===== src/rtl/lmi_icache_fill_ctl.sv =====
`default_nettype none
// ============================================================================
//  Module      : lmi_icache_fill_ctl
//  Description : Instruction-cache tag/data RAM sequencer. Refills a line from
//                the memory bus on a miss (critical-word-first or zero-first,
//                burst or per-word requests). Sweeps every tag entry invalid
//                on INVALIDATE. Grants external/debug access to the RAMs.
//  Revision    : 1.0  initial release
//
//  Ports
//    CLK, RESET_D1_R_N          clock (rising edge), async active-low reset
//    MISS_REQ, MISS_ADDR        level miss request and its fetch address
//    MEMSEQUENTIAL              1 = one burst per line, 0 = one request/word
//    MEMZEROFIRST               1 = fill from word 0, 0 = critical word first
//    INVALIDATE                 pulse, clears all tag valid bits
//    EXT_ICREQRAM_R/IC_GNTRAM_R external RAM access request / registered grant
//    MEM_REQ/MEM_ADDR/MEM_BURST memory read request
//    LACK, MEM_DATA             00 idle, 01 beat, 11 last beat, 10 error
//    FILL_DATA*                 data RAM index / write strobe / write data
//    FILL_TAG*                  tag RAM index / write strobe / {valid, tag}
//    FILL_BUSY/DONE/ERR         status and completion pulses
//
//  Optional feature macro: ICACHE_CRIT_FWD_EN
//    Adds CRIT_VALID / CRIT_DATA. These flag the beat that carries the
//    missing word so that the fetch pipeline can restart before the tag
//    write.
// ============================================================================
module lmi_icache_fill_ctl #(
    parameter int IC_ADDR_HI      = 12,
    parameter int LINE_WORDS_LOG2 = 2
) (
    input  logic                                  CLK,
    input  logic                                  RESET_D1_R_N,
    input  logic                                  MISS_REQ,
    input  logic [31:0]                           MISS_ADDR,
    input  logic                                  MEMSEQUENTIAL,
    input  logic                                  MEMZEROFIRST,
    input  logic                                  INVALIDATE,
    input  logic                                  EXT_ICREQRAM_R,
    output logic                                  IC_GNTRAM_R,
    output logic                                  MEM_REQ,
    output logic [31:0]                           MEM_ADDR,
    output logic                                  MEM_BURST,
    input  logic [1:0]                            LACK,
    input  logic [31:0]                           MEM_DATA,
    output logic [IC_ADDR_HI-2:0]                 FILL_DATAINDEX,
    output logic                                  FILL_DATAWE,
    output logic [31:0]                           FILL_DATAWR,
    output logic [IC_ADDR_HI-LINE_WORDS_LOG2-2:0] FILL_TAGINDEX,
    output logic                                  FILL_TAGWE,
    output logic [31-IC_ADDR_HI:0]                FILL_TAGWR,
    output logic                                  FILL_BUSY,
    output logic                                  FILL_DONE,
    output logic                                  FILL_ERR
`ifdef ICACHE_CRIT_FWD_EN
    ,
    output logic                                  CRIT_VALID,
    output logic [31:0]                           CRIT_DATA
`endif
);

    localparam int LW  = LINE_WORDS_LOG2;
    localparam int TIW = IC_ADDR_HI - LINE_WORDS_LOG2 - 1;  // tag index width

    localparam logic [LW-1:0]  ONE_WORD = 1;
    localparam logic [TIW-1:0] ONE_TAG  = 1;

    typedef enum logic [2:0] {
        S_IDLE   = 3'd0,
        S_INVAL  = 3'd1,
        S_EXTGNT = 3'd2,
        S_REQ    = 3'd3,
        S_FILL   = 3'd4,
        S_TAGWR  = 3'd5
    } state_t;

    state_t          state_q, state_d;
    logic            inval_q, inval_d;   // latched INVALIDATE awaiting IDLE
    logic            gnt_q, gnt_d;
    logic [TIW-1:0]  tidx_q, tidx_d;     // invalidate sweep index
    logic [LW-1:0]   start_q, start_d;   // first word of the fill order
    logic [LW-1:0]   cnt_q, cnt_d;       // beats accepted so far
    logic            seq_q, seq_d;       // burst mode captured at miss start

    logic [LW-1:0]   w_word;
    logic [TIW-1:0]  w_line;
    logic            w_unused_ok;

    // Fill order wraps inside the line because the sum is truncated to LW bits.
    assign w_word      = start_q + cnt_q;
    assign w_line      = MISS_ADDR[IC_ADDR_HI:LW+2];
    assign w_unused_ok = &{1'b0, MISS_ADDR[1:0]};

    always_ff @(posedge CLK or negedge RESET_D1_R_N) begin
        if (!RESET_D1_R_N) begin
            state_q <= S_IDLE;
            inval_q <= 1'b0;
            gnt_q   <= 1'b0;
            tidx_q  <= '0;
            start_q <= '0;
            cnt_q   <= '0;
            seq_q   <= 1'b0;
        end else begin
            state_q <= state_d;
            inval_q <= inval_d;
            gnt_q   <= gnt_d;
            tidx_q  <= tidx_d;
            start_q <= start_d;
            cnt_q   <= cnt_d;
            seq_q   <= seq_d;
        end
    end

    always_comb begin
        state_d        = state_q;
        inval_d        = inval_q | INVALIDATE;
        tidx_d         = tidx_q;
        start_d        = start_q;
        cnt_d          = cnt_q;
        seq_d          = seq_q;
        MEM_REQ        = 1'b0;
        MEM_ADDR       = '0;
        MEM_BURST      = 1'b0;
        FILL_DATAINDEX = '0;
        FILL_DATAWE    = 1'b0;
        FILL_DATAWR    = '0;
        FILL_TAGINDEX  = '0;
        FILL_TAGWE     = 1'b0;
        FILL_TAGWR     = '0;
        FILL_DONE      = 1'b0;
        FILL_ERR       = 1'b0;

        case (state_q)
            S_IDLE: begin
                if (inval_q || INVALIDATE) begin
                    state_d = S_INVAL;
                    inval_d = 1'b0;
                    tidx_d  = '0;
                end else if (EXT_ICREQRAM_R) begin
                    state_d = S_EXTGNT;
                end else if (MISS_REQ) begin
                    state_d = S_REQ;
                    start_d = MEMZEROFIRST ? '0 : MISS_ADDR[LW+1:2];
                    seq_d   = MEMSEQUENTIAL;
                    cnt_d   = '0;
                end
            end
            S_INVAL: begin
                FILL_TAGWE    = 1'b1;
                FILL_TAGINDEX = tidx_q;
                tidx_d        = tidx_q + ONE_TAG;
                if (&tidx_q) begin
                    state_d = S_IDLE;
                end
            end
            S_EXTGNT: begin
                if (!EXT_ICREQRAM_R) begin
                    state_d = S_IDLE;
                end
            end
            S_REQ, S_FILL: begin
                if (state_q == S_REQ) begin
                    MEM_REQ   = 1'b1;
                    MEM_ADDR  = {MISS_ADDR[31:LW+2], w_word, 2'b00};
                    MEM_BURST = seq_q;
                end
                if (LACK == 2'b10) begin
                    FILL_ERR = 1'b1;
                    state_d  = S_IDLE;
                end else if (LACK[0]) begin
                    // A beat may arrive while still in REQ; it is written immediately.
                    FILL_DATAWE    = 1'b1;
                    FILL_DATAWR    = MEM_DATA;
                    FILL_DATAINDEX = {w_line, w_word};
                    cnt_d          = cnt_q + ONE_WORD;
                    if (&cnt_q) begin
                        state_d = S_TAGWR;
                    end else if (!seq_q) begin
                        state_d = S_REQ;
                    end else begin
                        state_d = S_FILL;
                    end
                end
            end
            S_TAGWR: begin
                FILL_TAGWE    = 1'b1;
                FILL_TAGINDEX = w_line;
                FILL_TAGWR    = {1'b1, MISS_ADDR[31:IC_ADDR_HI+1]};
                FILL_DONE     = 1'b1;
                cnt_d         = '0;
                state_d       = S_IDLE;
            end
            default: begin
                state_d = S_IDLE;
            end
        endcase

        gnt_d = (state_d == S_EXTGNT);
    end

    assign IC_GNTRAM_R = gnt_q;
    assign FILL_BUSY   = (state_q == S_INVAL) || (state_q == S_REQ) ||
                         (state_q == S_FILL)  || (state_q == S_TAGWR);

`ifdef ICACHE_CRIT_FWD_EN
    assign CRIT_VALID = FILL_DATAWE && (w_word == MISS_ADDR[LW+1:2]);
    assign CRIT_DATA  = CRIT_VALID ? MEM_DATA : 32'd0;
`endif

endmodule
`default_nettype wire


===== config.mk =====
export PLATFORM = sky130hd
export DESIGN_NAME = lmi_icache_fill_ctl
export DESIGN_NICKNAME = d
export VERILOG_FILES = /design/src/rtl/lmi_icache_fill_ctl.sv
export SDC_FILE = /design/constraint.sdc
export NUM_CORES = 1
export LEC_CHECK = 0
export ABC_AREA = 0
export ABC_CLOCK_PERIOD_IN_PS = 5000
export CORE_MARGIN = 10
export CORE_UTILIZATION = 33
export CTS_CLUSTER_DIAMETER = 120
export DETAILED_ROUTE_END_ITERATION = 6
export PLACE_DENSITY = 0.83
export SYNTH_ARGS = -nofsm -noshare
export SYNTH_HDL_FRONTEND = slang
export SYNTH_SLANG_ARGS = --single-unit

===== constraint.sdc =====
create_clock -name CLK -period 5 [get_ports CLK]
set_clock_uncertainty 0.05 [all_clocks]
set_input_delay 0.75 -clock CLK [delete_from_list [all_inputs] [get_ports CLK]]
set_output_delay 0.75 -clock CLK [all_outputs]
set_load 0.01 [all_outputs]

==> impl_metrics.tcl <==
set metrics [dict create \
    viasPerCell 4.75 \
    num_vias 2278 \
    fin_crit_ps 3780 \
    p_int_mw 0.260 \
    synth-simple-area-share_pct 47.8 \
    p_seq_share_pct 47.3 \
    cts_made_buffers 3 \
    crit_path_cell_trace "and3b_1 > buf_4 > o21a_4 > and2_1 > clkdlybuf4s50_1" \
    hold_viol_final 0 \
    startpoint_type "register" \
    synth_xor_area_share_pct 0.907 \
    io_pins 185 \
    cts_tree "built" \
    cts_setup_buffers 0 \
    synth_fa_ha_area_share_pct 2.59 \
    rsz0062_at_grt "false" \
    track_usage_pct 17.0 \
    dpl.hpwl_um 7540 \
    dieHeight_um 96.5 \
    grt_first_pass_wirelength_um 12300 \
    p_leak_nw 1.49 \
    antenna_found_initial 0 \
    netlist_instances 243 \
    synthTopCellsByArea "and2_1 28%, dfrtp_1 25%, mux2i_1 5.2%, o21ai_0 3.9%, nor2_1 3.5%" \
    maxSlewViolCount 0 \
    max_freq_mhz 264 \
    cts.clk_slew.worst_paths_ps 70 \
    yosys-top-cells-count "85 x and2_1, 19 x dfrtp_1, 18 x nor2_1" \
    yosysTopAreaCell "and2_1" \
    synth-seq-area-share_pct 24.6 \
    worstHoldPathType "register to register" \
    clock_path_buffers 2 \
    initial_core_util_pct 34.4 \
    clk_latency_ps 260 \
    maxSlewHeadroom_pct 43.8 \
    p_comb_share_pct 19.8 \
    synth_top_family_by_area "simple AND/OR/NAND/NOR gates" \
    pwr-share-clk_pct 32.9 \
    drc_errors 0 \
    cts_resized 0 \
    wl_per_cell_um 18.3 \
    crit_path_top_delay_cell "dfrtp_1" \
    grt_pass1_vias 2134 \
    antenna_left 0 \
    drive_gt1_share_pct 4.41 \
    synth_edf_count 0 \
    holdWs_ps 444 \
    first_pass_iters 4 \
    p_total_mw 0.325 \
    nets 486 \
    powerDensity_nw_per_um2 86.8 \
    cp-end-kind "output pin" \
    root_buffer "clkbuf_8" \
    dieArea_um2 9310 \
    maxCapViolations 0 \
    power_switching_mw 0.0649 \
    switching_share_pct 20.0 \
    status "finished clean" \
    syn_area_um2 1930 \
    cp_slowest_stage_delay_ps 690 \
    io_buffer_count 180 \
    critPathBufInv 2 \
    clkSinkCount 19 \
    overflow 0 \
    cp_top_family "buffers and inverters" \
    critPathMaxFanout 46 \
    synth_ff_type "dfrtp_1" \
    syn_to_final_growth_pct 93.5 \
    num_rows 27 \
    critPathKind "register to output pin" \
    worstMarginPinSlew_ps 840 \
    yosysWarningCount 0 \
    crit_required_ps 4200 \
    arrival_ps 2980 \
    synth_top_area_share_pct 27.5 \
    num_antenna_cells 0 \
    first_iter_violations 76 \
    synth_seq_cells 19 \
    synth_cell_types 44 \
    chipWidth_um 96.5 \
    peakVddDrop_uv 168 \
    wl_um 8770 \
    yosysMostFrequentCell "and2_1" \
    globalplace.congestion 0.797 \
    synth_compound_gate_area_share_pct 10.2 \
    setup-violations-final 0 \
    core_area_um2 5610 \
    cts-hold-fix-buffers 0 \
    synthArstFlopShare_pct 100 \
    finalSetupTns_ps 0 \
    synth.area.mux_share_pct 5.76 \
    htree_levels 1 \
    grt_max_degree 47 \
    timing.final.crit_share_pct 75.6 \
    avgSynthCellArea_um2 7.95 \
]
==> power groups by stage <==
| stage | registers, mW | logic [mW] | clock network (mW) |
|---|---|---|---|
| finish | 0.154 | 0.0642 | 0.107 |
| global route | 0.154 | 0.0691 | 0.116 |
| CTS | 0.154 | 0.0647 | 0.112 |
| detailed placement | 0.157 | 0.0644 | 0 |
| global placement | 0.157 | 0.0633 | 0 |
| floorplan | 0.157 | 0.00554 | 0 |
==> through the flow <==
stage | worst slack, ps | util (%) | cells | instance area, µm²
floorplan | 2710 | - | 244 | 1940
global placement | 1520 | 65.9 | 476 | 3690
detailed placement | 1470 | 65.9 | 476 | 3690
CTS | 1170 | 66.7 | 480 | 3740
global route | 1040 | 66.7 | 480 | 3740
finish | 1220 | 66.7 | 480 | 3740
==> layer usage <==
layer  share of wire, %  global-route usage, %  vias up
met3                8.3                   3.47        7
li1                   -                      -     1127
met4                1.0                   3.87        0
met5                  0                      0        -
met1                 36                   17.9     1045
met2                 55                   33.4       99
==> state kept, by name, indices dropped and copies added (netlist names) <==
name	flops
IC_GNTRAM_R	1
cnt_q	2
inval_q	1
seq_q	1
start_q	2
state_q	3
tidx_q	9
==> cells in the final DEF, fill, tap and decap left out, drive strengths merged, types with 2 or more instances in the layout <==
| master | Yosys | routed |
|---|---|---|
| a31oi | 3 | 3 |
| and2 | 91 | 91 |
| a22o | 2 | 2 |
| inv | 3 | 3 |
| clkbuf | 8 | 4 |
| and3 | 5 | 5 |
| o21ai | 16 | 16 |
| mux2i | 10 | 10 |
| nor3 | 2 | 2 |
| dfrtp | 19 | 19 |
| nand3 | 2 | 2 |
| nor2b | 4 | 4 |
| nor3b | 4 | 4 |
| nor2 | 19 | 19 |
| nand4 | 3 | 3 |
| ha | 4 | 4 |
| nand2 | 10 | 10 |
| conb | 1 | 2 |
| clkdlybuf4s50 | 0 | 180 |
| a21oi | 2 | 2 |
| nand2b | 5 | 5 |
| and3b | 2 | 2 |
==> kinds of logic (layout without fill, tap and decap cells) <==
family          count (synthesis)  count (layout)
xor+xnor                        2               2
buf+inv                        24             188
mux                            11              11
other cells                     1               2
simple gates                  152             152
flops                          19              19
compound gates                 30              30
fa+ha+maj                       4               4
==> final timing paths <==
kind,startpoint,end,slack (ps),depth (start not counted)
max,state_q[2],FILL_DATAWR[16],1220,5
min,start_q[0],start_q[0],440,2
max reg2reg,state_q[2],cnt_q[0],2730,5
min reg2reg,start_q[0],start_q[0],440,2
max in group asynchronous,RESET_D1_R_N,tidx_q[2],3460,1
min in group asynchronous,RESET_D1_R_N,start_q[0],920,1
==> final cells by class <==
type	count	area [µm²]
clock buffer	4	45.0
sequential	19	475
tap	72	90.1
fill	480	1870
inverter	3	11.3
timing repair buffer	181	1810
multi-input combinational	201	1310
==> worst min-delay path: stages, from the launching register on <==
cell and delay, ps:
dfrtp_1 350, nand2_1 50, o21ai_0 60
Note: power is estimated with default switching activity, not from simulation.
